## src/rtl/uart_word_bridge.sv

```systemverilog
// ASCII-hex word bridge between the UART core and the processor shell: RX hex parser feeding a word FIFO, TX word-to-hex serialiser.
// Optional build macro UART_WORD_BRIDGE_ECHO_EN echoes received bytes back through the TX path while it is idle.
//
// TX FSM states:
//   state   | meaning
//   IDLE    | ready for a new word (or an echo byte)
//   SEND    | waiting for UART not busy, then strobe the current byte
//   WAIT_HI | waiting for UART to acknowledge with busy=1
//   WAIT_LO | waiting for UART to finish, then advance to next byte
module uart_word_bridge #(
  parameter int         WORD_W   = 32,
  parameter int         DEPTH    = 4,
  parameter logic [7:0] EOL_CHAR = 8'h0A
) (
  input  logic                       i_Clk,
  input  logic                       i_Rst_n,
  input  logic [7:0]                 i_rx_data,
  input  logic                       i_rx_valid,
  input  logic                       i_tx_busy,
  output logic [7:0]                 o_tx_data,
  output logic                       o_tx_send,
  output logic [WORD_W-1:0]          o_word,
  output logic                       o_word_valid,
  input  logic                       i_word_pop,
  output logic [$clog2(DEPTH):0]     o_fill,
  output logic                       o_overflow,
  input  logic [WORD_W-1:0]          i_tx_word,
  input  logic                       i_tx_start,
  output logic                       o_tx_ready
);

  localparam int NDIG = (WORD_W + 3) / 4;
  localparam int TW   = 4 * NDIG;
  localparam int AW   = $clog2(DEPTH);
  localparam int FW   = AW + 1;
  localparam int IW   = $clog2(NDIG + 2);

  // ---------------- RX parser ----------------
  logic [3:0]        nib;
  logic              is_hex;
  logic [WORD_W-1:0] acc_q, acc_shift;
  logic              dig_q;
  logic              push_req;

  always_comb begin
    nib    = 4'h0;
    is_hex = 1'b0;
    if (i_rx_data >= 8'h30 && i_rx_data <= 8'h39) begin
      is_hex = 1'b1;
      nib    = i_rx_data[3:0];
    end else if ((i_rx_data >= 8'h41 && i_rx_data <= 8'h46) ||
                 (i_rx_data >= 8'h61 && i_rx_data <= 8'h66)) begin
      is_hex = 1'b1;
      nib    = i_rx_data[3:0] + 4'd9;
    end
  end

  if (WORD_W > 4) begin : g_wide
    assign acc_shift = {acc_q[WORD_W-5:0], nib};
  end else begin : g_narrow
    assign acc_shift = nib;
  end

  assign push_req = i_rx_valid && !is_hex && (i_rx_data == EOL_CHAR) && dig_q;

  always_ff @(posedge i_Clk or negedge i_Rst_n) begin
    if (!i_Rst_n) begin
      acc_q <= '0;
      dig_q <= 1'b0;
    end else if (i_rx_valid) begin
      if (is_hex) begin
        acc_q <= acc_shift;
        dig_q <= 1'b1;
      end else if (i_rx_data == EOL_CHAR) begin
        acc_q <= '0;
        dig_q <= 1'b0;
      end
    end
  end

  // ---------------- word FIFO ----------------
  logic [WORD_W-1:0] mem [DEPTH];
  logic [AW-1:0]     wr_q, rd_q;
  logic [FW-1:0]     count_q;
  logic              full, empty, do_push, do_pop, ovf_q;

  assign empty   = (count_q == '0);
  assign full    = (count_q == FW'(DEPTH));
  assign do_pop  = i_word_pop && !empty;
  assign do_push = push_req && (!full || do_pop);

  always_ff @(posedge i_Clk) begin
    if (do_push) mem[wr_q] <= acc_q;
  end

  always_ff @(posedge i_Clk or negedge i_Rst_n) begin
    if (!i_Rst_n) begin
      wr_q    <= '0;
      rd_q    <= '0;
      count_q <= '0;
      ovf_q   <= 1'b0;
    end else begin
      if (do_push) wr_q <= wr_q + AW'(1);
      if (do_pop)  rd_q <= rd_q + AW'(1);
      if (do_push && !do_pop)      count_q <= count_q + FW'(1);
      else if (do_pop && !do_push) count_q <= count_q - FW'(1);
      if (push_req && !do_push)    ovf_q   <= 1'b1;
    end
  end

  // Stale entries stay hidden so the head reads zero whenever the FIFO is empty.
  assign o_word       = empty ? '0 : mem[rd_q];
  assign o_word_valid = !empty;
  assign o_fill       = count_q;
  assign o_overflow   = ovf_q;

  // ---------------- TX FSM ----------------
  typedef enum logic [1:0] {ST_IDLE, ST_SEND, ST_WAIT_HI, ST_WAIT_LO} tx_state_t;

  tx_state_t     state_q, state_d;
  logic [IW-1:0] idx_q, idx_d;
  logic [TW-1:0] word_q, word_d;
  logic [7:0]    data_q, data_d, byte_cur;
  logic          send_q, send_d;
  logic          last_byte;
`ifdef UART_WORD_BRIDGE_ECHO_EN
  logic [7:0]    echo_q, echo_d;
  logic          echo_mode_q, echo_mode_d;
`endif

  function automatic logic [7:0] hex_char(input logic [3:0] n);
    return (n < 4'd10) ? (8'h30 + {4'h0, n}) : (8'h37 + {4'h0, n});
  endfunction

  always_comb begin
    if (idx_q < IW'(NDIG))       byte_cur = hex_char(word_q[TW-1 -: 4]);
    else if (idx_q == IW'(NDIG)) byte_cur = 8'h0D;
    else                         byte_cur = 8'h0A;
    last_byte = (idx_q == IW'(NDIG + 1));
`ifdef UART_WORD_BRIDGE_ECHO_EN
    if (echo_mode_q) begin
      byte_cur  = echo_q;
      last_byte = 1'b1;
    end
`endif
  end

  always_comb begin
    state_d = state_q;
    idx_d   = idx_q;
    word_d  = word_q;
    data_d  = data_q;
    send_d  = 1'b0;
`ifdef UART_WORD_BRIDGE_ECHO_EN
    echo_d      = echo_q;
    echo_mode_d = echo_mode_q;
`endif
    case (state_q)
      ST_IDLE: begin
        if (i_tx_start) begin
          word_d  = TW'(i_tx_word);
          idx_d   = '0;
          state_d = ST_SEND;
        end
`ifdef UART_WORD_BRIDGE_ECHO_EN
        // A received byte wins over a same-cycle start request.
        echo_mode_d = 1'b0;
        if (i_rx_valid) begin
          echo_d      = i_rx_data;
          echo_mode_d = 1'b1;
          word_d      = word_q;
          idx_d       = '0;
          state_d     = ST_SEND;
        end
`endif
      end
      ST_SEND: begin
        if (!i_tx_busy) begin
          send_d  = 1'b1;
          data_d  = byte_cur;
          state_d = ST_WAIT_HI;
          if (idx_q < IW'(NDIG)) word_d = word_q << 4;
        end
      end
      ST_WAIT_HI: begin
        if (i_tx_busy) state_d = ST_WAIT_LO;
      end
      ST_WAIT_LO: begin
        if (!i_tx_busy) begin
          if (last_byte) begin
            state_d = ST_IDLE;
          end else begin
            idx_d   = idx_q + IW'(1);
            state_d = ST_SEND;
          end
        end
      end
      default: state_d = ST_IDLE;
    endcase
  end

  always_ff @(posedge i_Clk or negedge i_Rst_n) begin
    if (!i_Rst_n) begin
      state_q <= ST_IDLE;
      idx_q   <= '0;
      word_q  <= '0;
      data_q  <= '0;
      send_q  <= 1'b0;
`ifdef UART_WORD_BRIDGE_ECHO_EN
      echo_q      <= '0;
      echo_mode_q <= 1'b0;
`endif
    end else begin
      state_q <= state_d;
      idx_q   <= idx_d;
      word_q  <= word_d;
      data_q  <= data_d;
      send_q  <= send_d;
`ifdef UART_WORD_BRIDGE_ECHO_EN
      echo_q      <= echo_d;
      echo_mode_q <= echo_mode_d;
`endif
    end
  end

  assign o_tx_data  = data_q;
  assign o_tx_send  = send_q;
  assign o_tx_ready = (state_q == ST_IDLE);

endmodule

```

## config.mk

```make
export PLATFORM = sky130hd
export DESIGN_NAME = uart_word_bridge
export DESIGN_NICKNAME = d
export VERILOG_FILES = /design/src/rtl/uart_word_bridge.sv
export SDC_FILE = /design/constraint.sdc
export NUM_CORES = 1
export LEC_CHECK = 0
export CORE_UTILIZATION = 35
export CTS_CLUSTER_DIAMETER = 60
export CTS_CLUSTER_SIZE = 10
export DETAILED_ROUTE_END_ITERATION = 6
export PLACE_DENSITY = 0.64
export SLEW_MARGIN = 20
export SYNTH_ARGS = -nofsm -noshare
export SYNTH_HDL_FRONTEND = slang
export SYNTH_SLANG_ARGS = --single-unit
export TNS_END_PERCENT = 50
```

## constraint.sdc

```tcl
create_clock -name i_Clk -period 4.7 [get_ports i_Clk]
set_input_delay 0.94 -clock i_Clk [delete_from_list [all_inputs] [get_ports i_Clk]]
set_output_delay 0.94 -clock i_Clk [all_outputs]
set_load 0.005 [all_outputs]
```

=== Word-level counts from Yosys, hierarchy flattened ===
Memories as Yosys holds them, arrays and structs flattened.
Cells that the tools add are included.

* Register bits: 88
* Bits in writable memories: 128
* Output and inout port bits: 47
* Logic and storage cells: 103
* Memories: 1

* $add $sub $neg: 8
* Magnitude comparators: 8
* Equality and inequality tests: 13
* Multiplexer cells: 32
* Bitwise operators: 1
* Reduce and logical (&&, ||, !) cells: 29

{| class="wikitable"
|+ Memory list
! name !! words !! width !! rd ports !! clocked after Yosys merged registers in !! write ports !! line !! text
|-
| mem || 4 || 32 || 1 || 0 || 1 || 82 || <nowiki>logic [WORD_W-1:0] mem [DEPTH];</nowiki>
|}

{| class="wikitable"
|+ Operators with widths
! operator !! count
|-
| $mux W32 || 6
|-
| $pmux W32 S2 || 1
|-
| $mux W4 || 5
|-
| $ge A8 B7 Y1 const B || 2
|-
| $le A8 B7 Y1 const B || 2
|-
| $add A6 B4 Y7 const A || 2
|-
| $mux W7 || 2
|-
| $ne A2 B2 Y1 const B || 6
|-
| $reduce_and A4 Y1 || 3
|-
| $logic_and A1 B1 Y1 || 11
|-
| $mux W1 || 9
|-
| $mux W3 || 3
|-
| $eq A4 B4 Y1 const B || 2
|-
| $eq A8 B4 Y1 const B || 1
|-
| $ge A8 B6 Y1 const B || 1
|-
| $le A8 B6 Y1 const B || 1
|-
| $lt A4 B4 Y1 const B || 2
|-
| $mux W2 || 4
|-
| $pmux W2 S4 || 1
|-
| $pmux W4 S2 || 1
|-
| $reduce_bool A2 Y1 || 4
|-
| $logic_not A1 Y1 || 5
|-
| $add A2 B1 Y2 const B || 2
|-
| $add A4 B1 Y4 const B || 1
|-
| other kinds (11) || 14
|}

=== Logic depth before layout (Yosys ltp) ===
* Depth in word-level cells: 14
* Mapped depth: 10

=== Worst setup path before layout ===
No wires, ideal clock.

* Path type: input -> register
* From: input i_rx_data[6]
* To: memory mem[0][0], enable pin
* Arrival time: 2585 ps
* Slack: 1723 ps
* Stages on the path: 4
* Buffers on the path: 0
* Path through: nor4b_4 > nand4_4 > nor3b_4 > and2_1

* Cells in the longest elaborated chain, start to end: 12
* Elaborated cells on any way between the ends: 20
* Those cells by class: order compare (6); eq/ne (1); mux (4); reduce/logical (9)

{| class="wikitable"
|+ Ends and longest elaborated chain
! element !! line !! text
|-
| start: declaration || 17 || <nowiki>input logic [7:0] i_rx_data,</nowiki>
|-
| $ge A8 B7 Y1 (tied with other cells) || 51 || <nowiki>end else if ((i_rx_data >= 8'h41 && i_rx_data <= 8'h46) ||</nowiki>
|-
| $logic_and A1 B1 Y1, on equally long branches || 51, 52 ||
|-
| $logic_or A1 B1 Y1 || 51 ||
|-
| $mux W1 || 51 ||
|-
| $mux W1 || 48 || <nowiki>if (i_rx_data >= 8'h30 && i_rx_data <= 8'h39) begin</nowiki>
|-
| $logic_not A1 Y1 || 64 || <nowiki>assign push_req = i_rx_valid && !is_hex && (i_rx_data == EOL_CHAR) && dig_q;</nowiki>
|-
| $logic_and A1 B1 Y1 || 64 ||
|-
| $logic_and A1 B1 Y1 * (2 in a row) || 64 ||
|-
| $logic_and A1 B1 Y1 * || 90 || <nowiki>assign do_push = push_req && (!full || do_pop);</nowiki>
|-
| via do_push || 85 || <nowiki>logic full, empty, do_push, do_pop, ovf_q;</nowiki>
|-
| $mux W1 * || 93 || <nowiki>if (do_push) mem[wr_q] <= acc_q;</nowiki>
|-
| $mux W1 (not written as such) * || 93 ||
|-
| end: declaration || 82 ||
|}

Mark *: on every way through the listed nets, which the timed path passes. The rest lies on a longest branch.

=== Final worst setup path ===
* From: register rd_q[0]
* To: output o_word[17]

* Cells in the longest elaborated chain, start to end: 2

{| class="wikitable"
|+ Ends and longest elaborated chain
! element !! line !! text
|-
| start: declaration || 83 || <nowiki>logic [AW-1:0] wr_q, rd_q;</nowiki>
|-
| start signal: assignment || 104 || <nowiki>if (do_pop) rd_q <= rd_q + AW'(1);</nowiki>
|-
| $mem_v2 Z4 W32 || - ||
|-
| $mux W32 || 112 || <nowiki>assign o_word = empty ? '0 : mem[rd_q];</nowiki>
|-
| end: declaration || 22 || <nowiki>output logic [WORD_W-1:0] o_word,</nowiki>
|}

No other way between the ends.

==> reports/summary.txt <==
port bufs - 91
minimum clock period after layout - 3.72 ns
first-pass GRT wire length - 28.9 mm
die width - 164 um
Hold/Removal Path Class - in -> async
Setup Skew - 0.00766 ns
die area - 26800 um2
GR Util All Layers - 13.8%
I/O pins - 93
RSZ-0062 raised after global routing - false
layout cells sized above 1 - 12.2%
Yosys warning total - 0
Overall Power - 6.42 mW
Die Ht - 164 um
number of max-cap violations - 0
vias in the first global route - 5376
final setup fails - 0
Top FF cell, synth - edfxtp_1
DP Area - 10500 um2
final worst-path cycle share - 79.1%
H-tree Lvls - 1
Worst Tran Pin Value - 0.867 ns
Leakage - 4.43 nW
Slew Viols, Final - 0
total wire length - 17.4 mm
hpwl dp - 11.2 mm
drt pass-1 iters - 4
Placer Congestion - 0.709
power per standard cell area - 572 nW/um2
relative slew slack - 42.2%
register bit total from synthesis - 215
Synth Instances - 620
average routed wire per standard cell - 16.3 um
pin count of the biggest net entering global routing - 52
cell area after layout - 11200 um2
hold-fix buffers at CTS - 0
Peak VDD IR - 0.000366 V
f_max - 0.269 GHz
antenna viol nets, final - 0
initial core utilization - 36.1%
initial antenna violation count - 1
Root Driver - clkbuf_16
crit path launch type - flop
CP Capture Type - output pin
synth-to-layout area growth - 22.7%
Final nets - 785
critical path type - reg -> out
Hold Vio Cnt, Final - 0
DR DRC count - 0
Seq/Total Area, Yosys - 65.7%
# rows - 58
Avg Inst Size Synth - 14.8 um2
Worst Path Arrival - 2.78 ns
Post-CTS Setup Inserts - 0
syn_nets - 684
Clk Latency, worst-skew pair - 0.52 ns
total grt overflow - 0
status - finished clean
core region area - 25400 um2
post-CTS sizing - 0
Post-synth EDFFs - 128
post-synthesis async set-or-reset flop share - 40.5%
via count - 5077
Detailed Route Iter0 Violations - 177
Num CTS Buffers - 25
worst-path maximum fanout - 17
Fill cells - 2309
Num Clock Sinks - 215
Final Core Density - 44.2%
clock buffer depth - 3
vias per cell - 4.75
CP Data Required Time - 3.76 ns
diode count - 0
CTS tree - built
CTS clk-pin slew, worst paths - 0.05 ns
Post-Syn Area - 9160 um2
setup total negative slack - 0 ns
Yosys cell types - 51
[kinds of logic (layout without fill, tap and decap cells)]
family                   count (synthesis)  after routing  share of synthesized area, %
AO/OA/AOI/OAI                           63             63                          4.21
buffers and inverters                   72            190                          3.26
AND/OR/NAND/NOR                        147            147                          8.50
flip-flops                             215            215                          65.7
other                                    1              1                        0.0409
adder cells (fa/ha/maj)                 18             18                          2.54
multiplexers                            97             97                          15.1
XOR/XNOR                                 7              7                         0.669
[metrics by stage]
step / cells / setup WS (ns) / hold slack (ns)
6_report: 1068 / 0.980 / 0.467
5_1_grt: 1068 / 0.791 / 0.490
4_1_cts: 1068 / 0.876 / 0.480
3_5_place_dp: 1024 / 1.15 / 0.466
3_3_place_gp: 1024 / 1.18 / 0.468
2_1_floorplan: 620 / 1.72 / 0.455
[state kept, by name, indices dropped and copies added, names as in the netlist]
name / flops
wr_q: 2
acc_q: 32
o_overflow: 1
word_q: 32
rd_q: 2
mem: 128
idx_q: 4
dig_q: 1
state_q: 2
o_tx_data: 7
o_tx_send: 1
o_fill: 3
[worst paths after layout]
kind | endpoint | cells past startpoint | start | slack (ns)
min reg2reg | o_tx_data[0]$_DFFE_PN0P_ | 2 | o_tx_data[0]$_DFFE_PN0P_ | 0.48
max in group asynchronous | o_fill[1]$_DFFE_PN0P_ | 2 | i_Rst_n | 3.23
max reg2reg | word_q[24]$_DFFE_PN0P_ | 8 | state_q[1]$_DFFE_PN0P_ | 2.06
max | o_word[17] | 4 | rd_q[0]$_DFFE_PN0P_ | 0.98
min in group i_Clk | o_tx_data[0]$_DFFE_PN0P_ | 2 | o_tx_data[0]$_DFFE_PN0P_ | 0.48
min | word_q[4]$_DFFE_PN0P_ | 1 | i_Rst_n | 0.47
[critical path, cell delays in order (launching register included)]
cell and delay (ns):
dfrtp_2 0.75, buf_4 0.32, mux4_2 0.53, and2_1 0.20, clkdlybuf4s50_1 0.45
[layer usage]
layer	vias up	track usage, %	routed length, um
met3	25	3.86	1030
met2	103	22.4	8190
met1	2522	18.3	7910
met4	2	3.32	291
li1	2425	-	-
met5	-	0	14
[area by class of cell]
cell class	count	area, um2	area share (%)
clock buffer	42	689	6.13
tap	330	413	3.67
sequential	215	6020	53.6
timing repair buffer	105	1050	9.35
clock inverter	2	50.0	0.445
inverter	41	154	1.37
multi-input combinational	333	2860	25.4
[layout by cell type (no fill, tap or decap), types with 2 or more instances in the layout]
master and instances:
edfxtp_1 128, clkdlybuf4s50_1 90, dfrtp_1 86, nand2_1 81
mux2i_1 62, inv_1 39, and2_1 36, o21ai_1 36
mux4_2 32, clkbuf_16 25, clkbuf_1 17, ha_1 16
buf_4 12, nand2b_1 8, nor2_1 5, xnor2_1 5
a21oi_1 4, o21ai_0 4, a22o_1 3, buf_12 3
nor4b_2 2, inv_2 2, o21ai_4 2, o21bai_1 2
nand3_1 2, a2bb2oi_1 2, nand3b_1 2, xor2_1 2
a211o_1 2
[synth_stat cells (4+ instances only)]
master	n	share of area [%]
dfrtp_1	87	24
o21ai_0	4	0.22
nor2_1	5	0.20
ha_1	17	2.3
nand2b_1	8	0.55
clkbuf_1	22	0.90
buf_4	7	0.57
nand2_1	81	3.3
xnor2_1	5	0.48
a21oi_1	4	0.22
and2_1	36	2.5
mux2i_1	62	6.8
mux4_2	32	7.9
o21ai_1	36	2.0
inv_1	39	1.6
edfxtp_1	128	42
[where the power goes]
group          internal (mW)  switching, mW  total [mW]
clock network           1.05          0.710        1.76
logic                   1.13          0.818        1.95
registers               2.36          0.345        2.71
total                   4.55           1.87        6.42
Power figures use the tool's default switching activity.
